## config.mk

```make
export PLATFORM = sky130hd
export DESIGN_NAME = max7219_display
export DESIGN_NICKNAME = d
export VERILOG_FILES = /design/src/rtl/max7219_pkg.sv /design/src/rtl/max7219_if.sv /design/src/rtl/max7219_spi_tx.sv /design/src/rtl/max7219_display.sv
export SDC_FILE = /design/constraint.sdc
export NUM_CORES = 1
export LEC_CHECK = 0
export CORE_UTILIZATION = 50
export DETAILED_ROUTE_END_ITERATION = 16
export PLACE_DENSITY = 0.79
export SYNTH_ARGS = -nofsm -noshare
export SYNTH_HDL_FRONTEND = slang
export SYNTH_SLANG_ARGS = --single-unit
export TNS_END_PERCENT = 10
```

## constraint.sdc

```tcl
create_clock -name sysclk -period 3.4 [get_ports sysclk]
set_clock_uncertainty 0.1 [all_clocks]
set_input_delay 0.34 -clock sysclk [delete_from_list [all_inputs] [get_ports sysclk]]
set_output_delay 0.34 -clock sysclk [all_outputs]
set_load 0.01 [all_outputs]
```

## src/rtl/max7219_pkg.sv

```systemverilog
// Shared MAX7219 register addresses, sequencer/serializer state types and the hex font.
package max7219_pkg;

  localparam logic [3:0] ADDR_DECODE_MODE  = 4'h9;
  localparam logic [3:0] ADDR_INTENSITY    = 4'hA;
  localparam logic [3:0] ADDR_SCAN_LIMIT   = 4'hB;
  localparam logic [3:0] ADDR_SHUTDOWN     = 4'hC;
  localparam logic [3:0] ADDR_DISPLAY_TEST = 4'hF;

  typedef enum logic [2:0] {
    TX_IDLE,
    TX_LOW,
    TX_HIGH,
    TX_TAIL,
    TX_GAP
  } tx_state_e;

  typedef enum logic {
    SEQ_INIT,
    SEQ_REFRESH
  } seq_state_e;

  // Segment order DP,A,B,C,D,E,F,G with DP always off.
  function automatic logic [7:0] hex_font(input logic [3:0] nib);
    logic [7:0] seg;
    case (nib)
      4'h0: seg = 8'h7E;
      4'h1: seg = 8'h30;
      4'h2: seg = 8'h6D;
      4'h3: seg = 8'h79;
      4'h4: seg = 8'h33;
      4'h5: seg = 8'h5B;
      4'h6: seg = 8'h5F;
      4'h7: seg = 8'h70;
      4'h8: seg = 8'h7F;
      4'h9: seg = 8'h7B;
      4'hA: seg = 8'h77;
      4'hB: seg = 8'h1F;
      4'hC: seg = 8'h4E;
      4'hD: seg = 8'h3D;
      4'hE: seg = 8'h4F;
      default: seg = 8'h47;
    endcase
    return seg;
  endfunction

  function automatic logic [15:0] make_word(input logic [3:0] addr, input logic [7:0] data);
    return {4'h0, addr, data};
  endfunction

endpackage

```

## src/rtl/max7219_if.sv

```systemverilog
// Handshake between the display sequencer (master) and the SPI serializer (slave).
interface max7219_if #(
  parameter int NUM_CASCADES = 2
);
  logic                      start;
  logic [NUM_CASCADES*16-1:0] words;
  logic                      busy;
  logic                      spi_clk;
  logic                      dout;
  logic                      cs;

  modport master (output start, words, input busy, spi_clk, dout, cs);
  modport slave  (input start, words, output busy, spi_clk, dout, cs);
endinterface

```

## src/rtl/max7219_spi_tx.sv

```systemverilog
// Shifts one NUM_CASCADES*16-bit word vector MSB first inside a single cs-low window,
// then holds cs high long enough that the next start lands exactly 2*SCLK_HALF later.
//   state   | meaning
//   TX_IDLE | cs high, waiting for start
//   TX_LOW  | cs low, spi_clk low, current bit on dout
//   TX_HIGH | spi_clk high, bit stable
//   TX_TAIL | cs low after last falling edge
//   TX_GAP  | cs high inter-transaction spacing
module max7219_spi_tx
  import max7219_pkg::*;
#(
  parameter int NUM_CASCADES = 2,
  parameter int SCLK_HALF    = 4
) (
  input logic      sysclk,
  input logic      reset,
  max7219_if.slave bus
);
  localparam int NBITS = NUM_CASCADES * 16;
  localparam int TW    = $clog2(2 * SCLK_HALF + 1);
  localparam int BW    = $clog2(NBITS);
  localparam logic [TW-1:0] HALF_LOAD = TW'(SCLK_HALF - 1);
  // The IDLE cycle that issues start is also a cs-high cycle, hence one short.
  localparam logic [TW-1:0] GAP_LOAD  = TW'(2 * SCLK_HALF - 2);
  localparam logic [BW-1:0] LAST_BIT  = BW'(NBITS - 1);

  tx_state_e        state_q, state_d;
  logic [TW-1:0]    timer_q, timer_d;
  logic [BW-1:0]    bit_cnt_q, bit_cnt_d;
  logic [NBITS-1:0] shift_q, shift_d;
  logic             tc;

  assign tc = (timer_q == '0);

  always_ff @(posedge sysclk) begin
    if (reset) begin
      state_q   <= TX_IDLE;
      timer_q   <= '0;
      bit_cnt_q <= '0;
      shift_q   <= '0;
    end else begin
      state_q   <= state_d;
      timer_q   <= timer_d;
      bit_cnt_q <= bit_cnt_d;
      shift_q   <= shift_d;
    end
  end

  always_comb begin
    state_d   = state_q;
    timer_d   = tc ? timer_q : timer_q - TW'(1);
    bit_cnt_d = bit_cnt_q;
    shift_d   = shift_q;
    unique case (state_q)
      TX_IDLE: begin
        if (bus.start) begin
          state_d   = TX_LOW;
          timer_d   = HALF_LOAD;
          bit_cnt_d = LAST_BIT;
          shift_d   = bus.words;
        end
      end
      TX_LOW: begin
        if (tc) begin
          state_d = TX_HIGH;
          timer_d = HALF_LOAD;
        end
      end
      TX_HIGH: begin
        if (tc) begin
          timer_d = HALF_LOAD;
          if (bit_cnt_q == '0) begin
            state_d = TX_TAIL;
          end else begin
            state_d   = TX_LOW;
            bit_cnt_d = bit_cnt_q - BW'(1);
            shift_d   = {shift_q[NBITS-2:0], 1'b0};
          end
        end
      end
      TX_TAIL: begin
        if (tc) begin
          state_d = TX_GAP;
          timer_d = GAP_LOAD;
        end
      end
      TX_GAP: begin
        if (tc) state_d = TX_IDLE;
      end
      default: state_d = TX_IDLE;
    endcase
  end

  assign bus.spi_clk = (state_q == TX_HIGH);
  assign bus.cs      = !(state_q inside {TX_LOW, TX_HIGH, TX_TAIL});
  assign bus.dout    = (state_q inside {TX_LOW, TX_HIGH}) ? shift_q[NBITS-1] : 1'b0;
  assign bus.busy    = (state_q != TX_IDLE);

endmodule

```

## src/rtl/max7219_display.sv

```systemverilog
// Drives a chain of MAX7219s: init sequence after reset, then endless digit 1..8 refresh.
// Define MAX7219_DEBUG_PINS_EN to mirror SPI lines and sequencer position on pin[10:1].
//   state       | meaning
//   SEQ_INIT    | sending init word idx (0..4)
//   SEQ_REFRESH | sending digit idx+1 (1..8)
module max7219_display
  import max7219_pkg::*;
#(
  parameter int NUM_CASCADES = 2,
  parameter int INTENSITY    = 1,
  parameter int SCLK_HALF    = 4
) (
  input  logic        sysclk,
  input  logic        reset,
  input  logic [7:0]  frame [4*NUM_CASCADES],
  output logic        spi_clk,
  output logic        dout,
  output logic        cs,
  output logic        stop,
  output logic [10:1] pin
);
  localparam int NBITS = NUM_CASCADES * 16;

  max7219_if #(.NUM_CASCADES(NUM_CASCADES)) tx_bus ();

  seq_state_e       seq_state_q, seq_state_d;
  logic [2:0]       idx_q, idx_d;
  logic             start;
  logic [15:0]      init_word;
  logic [3:0]       digit_addr;
  logic [NBITS-1:0] digit_words;

  always_ff @(posedge sysclk) begin
    if (reset) begin
      seq_state_q <= SEQ_INIT;
      idx_q       <= '0;
    end else begin
      seq_state_q <= seq_state_d;
      idx_q       <= idx_d;
    end
  end

  always_comb begin
    seq_state_d = seq_state_q;
    idx_d       = idx_q;
    start       = 1'b0;
    if (!tx_bus.busy) begin
      start = 1'b1;
      if (seq_state_q == SEQ_INIT && idx_q == 3'd4) begin
        seq_state_d = SEQ_REFRESH;
        idx_d       = '0;
      end else begin
        idx_d = idx_q + 3'd1;
      end
    end
  end

  always_comb begin
    init_word = make_word(ADDR_SHUTDOWN, 8'h01);
    case (idx_q)
      3'd1:    init_word = make_word(ADDR_DECODE_MODE, 8'h00);
      3'd2:    init_word = make_word(ADDR_SCAN_LIMIT, 8'h07);
      3'd3:    init_word = make_word(ADDR_INTENSITY, {4'h0, 4'(INTENSITY)});
      3'd4:    init_word = make_word(ADDR_DISPLAY_TEST, 8'h00);
      default: ;
    endcase
  end

  assign digit_addr = {1'b0, idx_q} + 4'd1;

  // Chip k shows frame[4k..4k+3], digit 8 on the first byte's high nibble.
  for (genvar k = 0; k < NUM_CASCADES; k++) begin : g_chip
    logic [7:0] sel_byte;
    always_comb begin
      sel_byte = '0;
      case (idx_q[2:1])
        2'd0:    sel_byte = frame[4*k+3];
        2'd1:    sel_byte = frame[4*k+2];
        2'd2:    sel_byte = frame[4*k+1];
        default: sel_byte = frame[4*k];
      endcase
    end
    assign digit_words[16*k +: 16] =
      make_word(digit_addr, hex_font(idx_q[0] ? sel_byte[7:4] : sel_byte[3:0]));
  end

  // Words are latched by the serializer on start, so the frame is sampled as cs falls.
  assign tx_bus.start = start;
  assign tx_bus.words = (seq_state_q == SEQ_INIT) ? {NUM_CASCADES{init_word}} : digit_words;

  max7219_spi_tx #(
    .NUM_CASCADES(NUM_CASCADES),
    .SCLK_HALF   (SCLK_HALF)
  ) u_spi_tx (
    .sysclk(sysclk),
    .reset (reset),
    .bus   (tx_bus)
  );

  assign spi_clk = tx_bus.spi_clk;
  assign dout    = tx_bus.dout;
  assign cs      = tx_bus.cs;
  assign stop    = tx_bus.cs;

`ifdef MAX7219_DEBUG_PINS_EN
  logic pin_hold_q, pin_hold_d;
  assign pin_hold_d = reset;
  always_ff @(posedge sysclk) pin_hold_q <= pin_hold_d;
  // Blank the mirror during reset so pin reads zero like the other reset outputs.
  assign pin = pin_hold_q ? '0
             : {2'b00, (seq_state_q == SEQ_INIT), idx_q, stop, cs, dout, spi_clk};
`else
  assign pin = '0;
`endif

endmodule

```

==> impl_metrics.ini, run 1 <==
[flow_run]
max-cap-violations = 0

[drt]
ant_nets = 0
drt-total-wl_um = 8052
num_vias = 3157
firstDrtPassIters = 11
drt_iter0_drc = 176
drc_errors = 2
detail_route.vias_per_cell = 5.901
avgRoutedWirePerCell_um = 15.05

[die]
core.rowCount = 29
die_y_um = 84.15
core_region_area_um2 = 6422
initial_core_util_pct = 52.54
io_pins = 80
die_w_um = 84.15
dieArea_um2 = 7081

[clocking]
cts.sinks = 48
cts_setup_buffers = 0
cts_resized = 0
cts.clk_slew.worst_paths_ps = 90
cts_hold_buffers = 0
cts_tree = done
htree_levels = 2
clk_latency_ps = 300
cts_buffers = 5
root_buffer = clkbuf_8
clock_path_buffers = 2

[worst_hold_path]
hold_depth = 2
hold_class = flip-flop to flip-flop
hold_start = u_spi_tx.shift_q[27]$_SDFFE_PP0P_
whs_endpoint = u_spi_tx.shift_q[27]$_SDFFE_PP0P_

[timing]
setup_tns_ps = 0
min_period_ps = 2990
worst_slew_pin_slew_ps = 816.9
period_share_pct = 87.94
rsz0062_at_grt = no
relSlewSlack_pct = 45.34
hold_viol = 0
finalMaxSlewViolations = 0
fmax_ghz = 0.3344
setup_viol = 0

[global_routing]
grt_pass1_wl_um = 13790
antenna_found_initial = 0
grt_max_degree = 28
grt_overflow = 0
grt_pass1_vias = 2983
grt_usage_pct = 23.74

[placement]
postPlaceCellArea_um2 = 4049
dp_hpwl_um = 6117
dp_cells = 527
io_buffers = 69
gp_congestion = 0.9051

[setup_path]
worstPathArrival_ps = 3130
path_common_cell = mux2i_1
rr_worst_depth = 8
crit_path_max_incr_delay_ps = 650
required_ps = 3540
r2r_slack_ps = 410
r2r_end = u_spi_tx.shift_q[17]$_SDFFE_PP0P_
crit_chain = mux4_2, mux2i_1, inv_1, ha_1, mux2i_1, nor3_1, or4_1, a21oi_1
crit_family = multiplexers
cpMaxStageDelayCell = dfxtp_1
start_kind = flip-flop
rr_startpoint = idx_q[0]$_SDFFE_PP0P_
crit_type = flip-flop to flip-flop
crit_cells = 8
crit_buf_inv = 1
crit_fanout = 9
end_kind = flip-flop
critPathLaunch = idx_q[0]$_SDFFE_PP0P_

[synthesis]
yosys_warnings = 0
ys_seq_area_share_pct = 28.48
synth_edf_count = 0
ys_ff_latch = 48
synth_async_sr_flop_share_pct = 0
syn-cell-area_um2 = 3374
syn-instance-count = 402
yosys_most_used_dff = dfxtp_1
ys_types = 65
syn_avg_cell_area_um2 = 8.394

[final_layout]
utilization_pct = 64.56
n_antenna_cell = 0
nets = 542
design_area_um2 = 4146
stdcell_count = 535
drive_gt1_share_pct = 8.515
syn2layout_area_growth_pct = 22.88

[outcome]
status = finished, violations left
violations = DRC

[power_and_ir_drop]
p_leak_nw = 1.556
peakVddDrop_mv = 0.2260
cellPowerDensity_nw_per_um2 = 430.5
==> how the worst max path moves through the flow <==
stage	endpoint
after detailed placement	u_spi_tx.shift_q[17]$_SDFFE_PP0P_
after global routing	u_spi_tx.shift_q[17]$_SDFFE_PP0P_
final	u_spi_tx.shift_q[17]$_SDFFE_PP0P_
after global placement	u_spi_tx.shift_q[17]$_SDFFE_PP0P_
after CTS	u_spi_tx.shift_q[17]$_SDFFE_PP0P_
after floorplan	u_spi_tx.shift_q[17]$_SDFFE_PP0P_
==> flip-flops by register name, summed over array words and instances, names as in the netlist <==
signal,flops
seq_state_q,1
u_spi_tx.state_q,3
idx_q,3
u_spi_tx.bit_cnt_q,5
u_spi_tx.timer_q,4
u_spi_tx.shift_q,32
==> area by class of cell <==
cell class,instances,area [um^2]
fill,546,2276
multi-input combinational,305,2162
sequential,48,960.9
timing repair buffer,78,758.2
tap,77,96.34
clock buffer,6,82.58
inverter,19,71.32
clock inverter,2,15.01
==> per-stage QoR <==
stage,power [W],hold slack (ps),setup WS (ps)
after CTS,0.001786,359.5,387.8
after floorplan,0.001239,332.2,743.7
final,0.001785,357.5,409.9
after global routing,0.001910,385.2,147.5
after detailed placement,0.001427,345.6,380.8
after global placement,0.001408,340.8,524.1
==> cells by family after synthesis <==
logic type | share of synthesized area (%)
flip-flops | 28.48
buffers and inverters | 8.639
adder cells (fa/ha/maj) | 7.045
AO/OA/AOI/OAI | 22.43
multiplexers | 13.35
AND/OR/NAND/NOR | 18.65
other | 0.1111
XOR/XNOR | 1.298
==> worst register-to-register path, cell delays in order, from the launching register on <==
cell and delay, ps:
dfxtp_1 650, mux4_2 570, mux2i_1 370, inv_1 160, ha_1 250, mux2i_1 170
nor3_1 60, or4_1 490, a21oi_1 120
==> routing by layer <==
metal	up-vias	wire length [um]	global-route usage (%)
met3	11	258	3.048
met2	60	4036	41.43
met5	-	0	0
li1	1566	-	-
met1	1520	3642	31.16
met4	0	115	5.956
==> cell usage after synthesis (5+ instances only) <==
master / number / area, um^2
o211ai_1: 10 / 75.07
ha_1: 19 / 237.7
mux4_2: 8 / 180.2
a211oi_1: 11 / 82.58
nor2_1: 42 / 157.7
clkbuf_1: 18 / 67.56
o21ai_0: 6 / 30.03
a21oi_1: 26 / 130.1
buf_2: 5 / 25.02
a31oi_1: 8 / 50.05
buf_4: 14 / 105.1
mux2i_1: 20 / 200.2
nor3_1: 13 / 65.06
nand3_1: 5 / 25.02
a22oi_1: 16 / 120.1
inv_1: 18 / 67.56
nand2_1: 32 / 120.1
dfxtp_1: 48 / 960.9
==> power by group <==
group          leakage [nW]  total [W]  internal [W]  switching (W)
Combinational          1.12   0.000746      0.000343       0.000403
Clock                0.0434   0.000362      0.000165       0.000197
Sequential            0.394   0.000677      0.000623      0.0000534
Total                  1.56    0.00179       0.00113       0.000653
==> placed cells by master, fill, tap and decap left out, drive strengths merged, types with 5 or more instances in the layout <==
cell and n:
a31oi 8, mux4 8, nand2 32, dfxtp 48, ha 19, inv 19
nor3 13, o21ai 8, nand3 5, a21oi 27, conb 10, buf 9
clkbuf 6, nor2 43, a211oi 11, o211ai 10, a22oi 16, mux2i 22
clkdlybuf4s50 69
(Power assumes the default switching activity.)
==> run 2, diff against run 1 <==
Settings changed: CORE_MARGIN from default to 10.
==> run 2 against run 1 <==
  * The run now ends clean
  * Routed wire length up 12%
  * Worst hold slack better by 10 ps
  * Setup slack improved by 54 ps
  * Non-clock buffer count fell by 1
  * Total power down 0.45%
  * Clock-buffer cell count stayed put
  * First-iteration DRC count rose by 33%
  * Global-route usage is 6.4 points lower
  * Cell count is 0.19% lower
  * Sequential share of layout area rose by 0.070 points
  * Via count decreased by 0.54%
  * Critical path type unchanged
  * Largest cell class unchanged
  * Largest power group unchanged
==> impl_metrics.ini, run 2 (synthesis gave the netlist of run 1 again) <==
[outcome]
status = complete, no violations

[drt]
ant_nets = 0
drt_iter0_drc = 234
met1_length_um = 3936
routed.top_layer = met4
firstDrtPassIters = 5
wl_met2_um = 4771
avgRoutedWirePerCell_um = 16.96
num_vias = 3140
detail_route.vias_per_cell = 5.880
drc_errors = 0
met3WireLength_um = 288
drt-total-wl_um = 9058

[clocking]
cts.clk_slew.worst_paths_ps = 90
cts_setup_buffers = 0
root_buffer = clkbuf_8
cts_tree = done
cts_buffers = 5
clock_path_buffers = 2
cts_resized = 0
htree_levels = 2
cts_hold_buffers = 0
clk_latency_ps = 290
cts.sinks = 48

[final_layout]
largest_register_ffs = 32
fill_cells = 570
syn2layout_area_growth_pct = 22.51
regMostFlops = u_spi_tx.shift_q
design_area_um2 = 4134
stdcell_count = 534
reg_top3 = u_spi_tx.shift_q (32), u_spi_tx.bit_cnt_q (5), u_spi_tx.timer_q (4)
layout_common_cells = clkdlybuf4s50_1 (69), dfxtp_1 (48), nor2_1 (42)
n_antenna_cell = 0
multiInputGateArea_um2 = 2162
regArea_um2 = 960.9
drive_gt1_share_pct = 8.315
nets = 541
final_common_cell = clkdlybuf4s50_1

[global_routing]
grt_max_degree = 44
grt_pass1_wl_um = 14950
grt_usage_pct = 17.37
antenna_found_initial = 0
grt_pass1_vias = 3078
grt_overflow = 0

[placement]
dp_hpwl_um = 7082
io_buffers = 69
dp_cells = 526
postPlaceCellArea_um2 = 4041
gp_congestion = 0.8969
dp_slack_ps = 408.4

[timing]
worst_slew_pin_slew_ps = 838.2
period_share_pct = 86.37
setup_tns_ps = 0
finalMaxSlewViolations = 0
fin_ws_ps = 463.4
relSlewSlack_pct = 43.91
min_period_ps = 2937
fmax_ghz = 0.3405
rsz0062_at_grt = no
hold_viol = 0
setup_viol = 0

[die]
die_y_um = 102.2
initial_core_util_pct = 52.25
dieArea_um2 = 10430
die_w_um = 102.2
io_pins = 80
core.rowCount = 29
core_region_area_um2 = 6459

[setup_path]
crit_buf_inv = 1
start_kind = flip-flop
crit_type = flip-flop to flip-flop
crit_family = multiplexers
r2r_slack_ps = 460
worstPathArrival_ps = 3070
cpMaxStageDelayCell = dfxtp_1
crit_chain = mux4_2, mux2i_1, inv_1, ha_1, mux2i_1, nor3_1, or4_1, a21oi_1
required_ps = 3530
crit_path_max_incr_delay_ps = 650
end_kind = flip-flop
crit_fanout = 9
path_common_cell = mux2i_1

[power_and_ir_drop]
p_leak_nw = 1.559
seqPwrFrac_pct = 38.2
cellPowerDensity_nw_per_um2 = 429.9
clkPwrFrac_pct = 19.5
peakVddDrop_mv = 0.2438
power.switching_w = 0.0006496
p_int_w = 0.001128
swShare_pct = 36.55
pwr-share-comb_pct = 42.3

[worst_hold_path]
hold_class = flip-flop to flip-flop

[flow_run]
max-cap-violations = 0
## run 2: worst paths after layout
kind	startpoint	endpoint	depth (start not counted)
hold reg to reg	u_spi_tx.shift_q[8]$_SDFFE_PP0P_	u_spi_tx.shift_q[8]$_SDFFE_PP0P_	2
setup reg to reg	idx_q[0]$_SDFFE_PP0P_	u_spi_tx.shift_q[17]$_SDFFE_PP0P_	8
hold / removal	u_spi_tx.shift_q[8]$_SDFFE_PP0P_	u_spi_tx.shift_q[8]$_SDFFE_PP0P_	2
setup / recovery	idx_q[0]$_SDFFE_PP0P_	u_spi_tx.shift_q[17]$_SDFFE_PP0P_	8
## run 2: worst register-to-register path, stage by stage, from the launching register on
cell and delay (ps):
dfxtp_1 650, mux4_2 560, mux2i_1 370, inv_1 160, ha_1 240, mux2i_1 130
nor3_1 50, or4_1 480, a21oi_1 120
## run 2: area by class of cell
| class | instances | share of cell area (%) |
|---|---|---|
| multi-input combinational | 305 | 52.30 |
| sequential | 48 | 23.24 |
| timing repair buffer | 77 | 18.16 |
| tap | 77 | 2.331 |
| clock buffer | 6 | 1.998 |
| inverter | 19 | 1.725 |
| clock inverter | 2 | 0.2421 |
## run 2: routing by layer
metal / up-vias / GRT usage, %
li1: 1569 / -
met1: 1491 / 21.40
met2: 72 / 31.51
met3: 8 / 2.564
met4: 0 / 3.037
met5: - / 0
## run 2: metrics by stage
| step | hold WS [ps] | power [W] | utilization (%) |
|---|---|---|---|
| final | 367.7 | 0.001777 | 64.01 |
| after global routing | 389.9 | 0.001902 | 64.01 |
| after CTS | 366.0 | 0.001784 | 64.01 |
| after detailed placement | 351.9 | 0.001431 | 62.57 |
| after global placement | 338.7 | 0.001408 | 62.57 |
| after floorplan | 332.2 | 0.001239 | - |
## run 2: power groups by stage
stage / clock (W) / sequential, W / combinational [W]
finish: 0.000347 / 0.000679 / 0.000751
global route: 0.000384 / 0.000688 / 0.000830
CTS: 0.000360 / 0.000678 / 0.000745
detailed placement: 0 / 0.000691 / 0.000741
global placement: 0 / 0.000689 / 0.000719
floorplan: 0 / 0.000664 / 0.000575
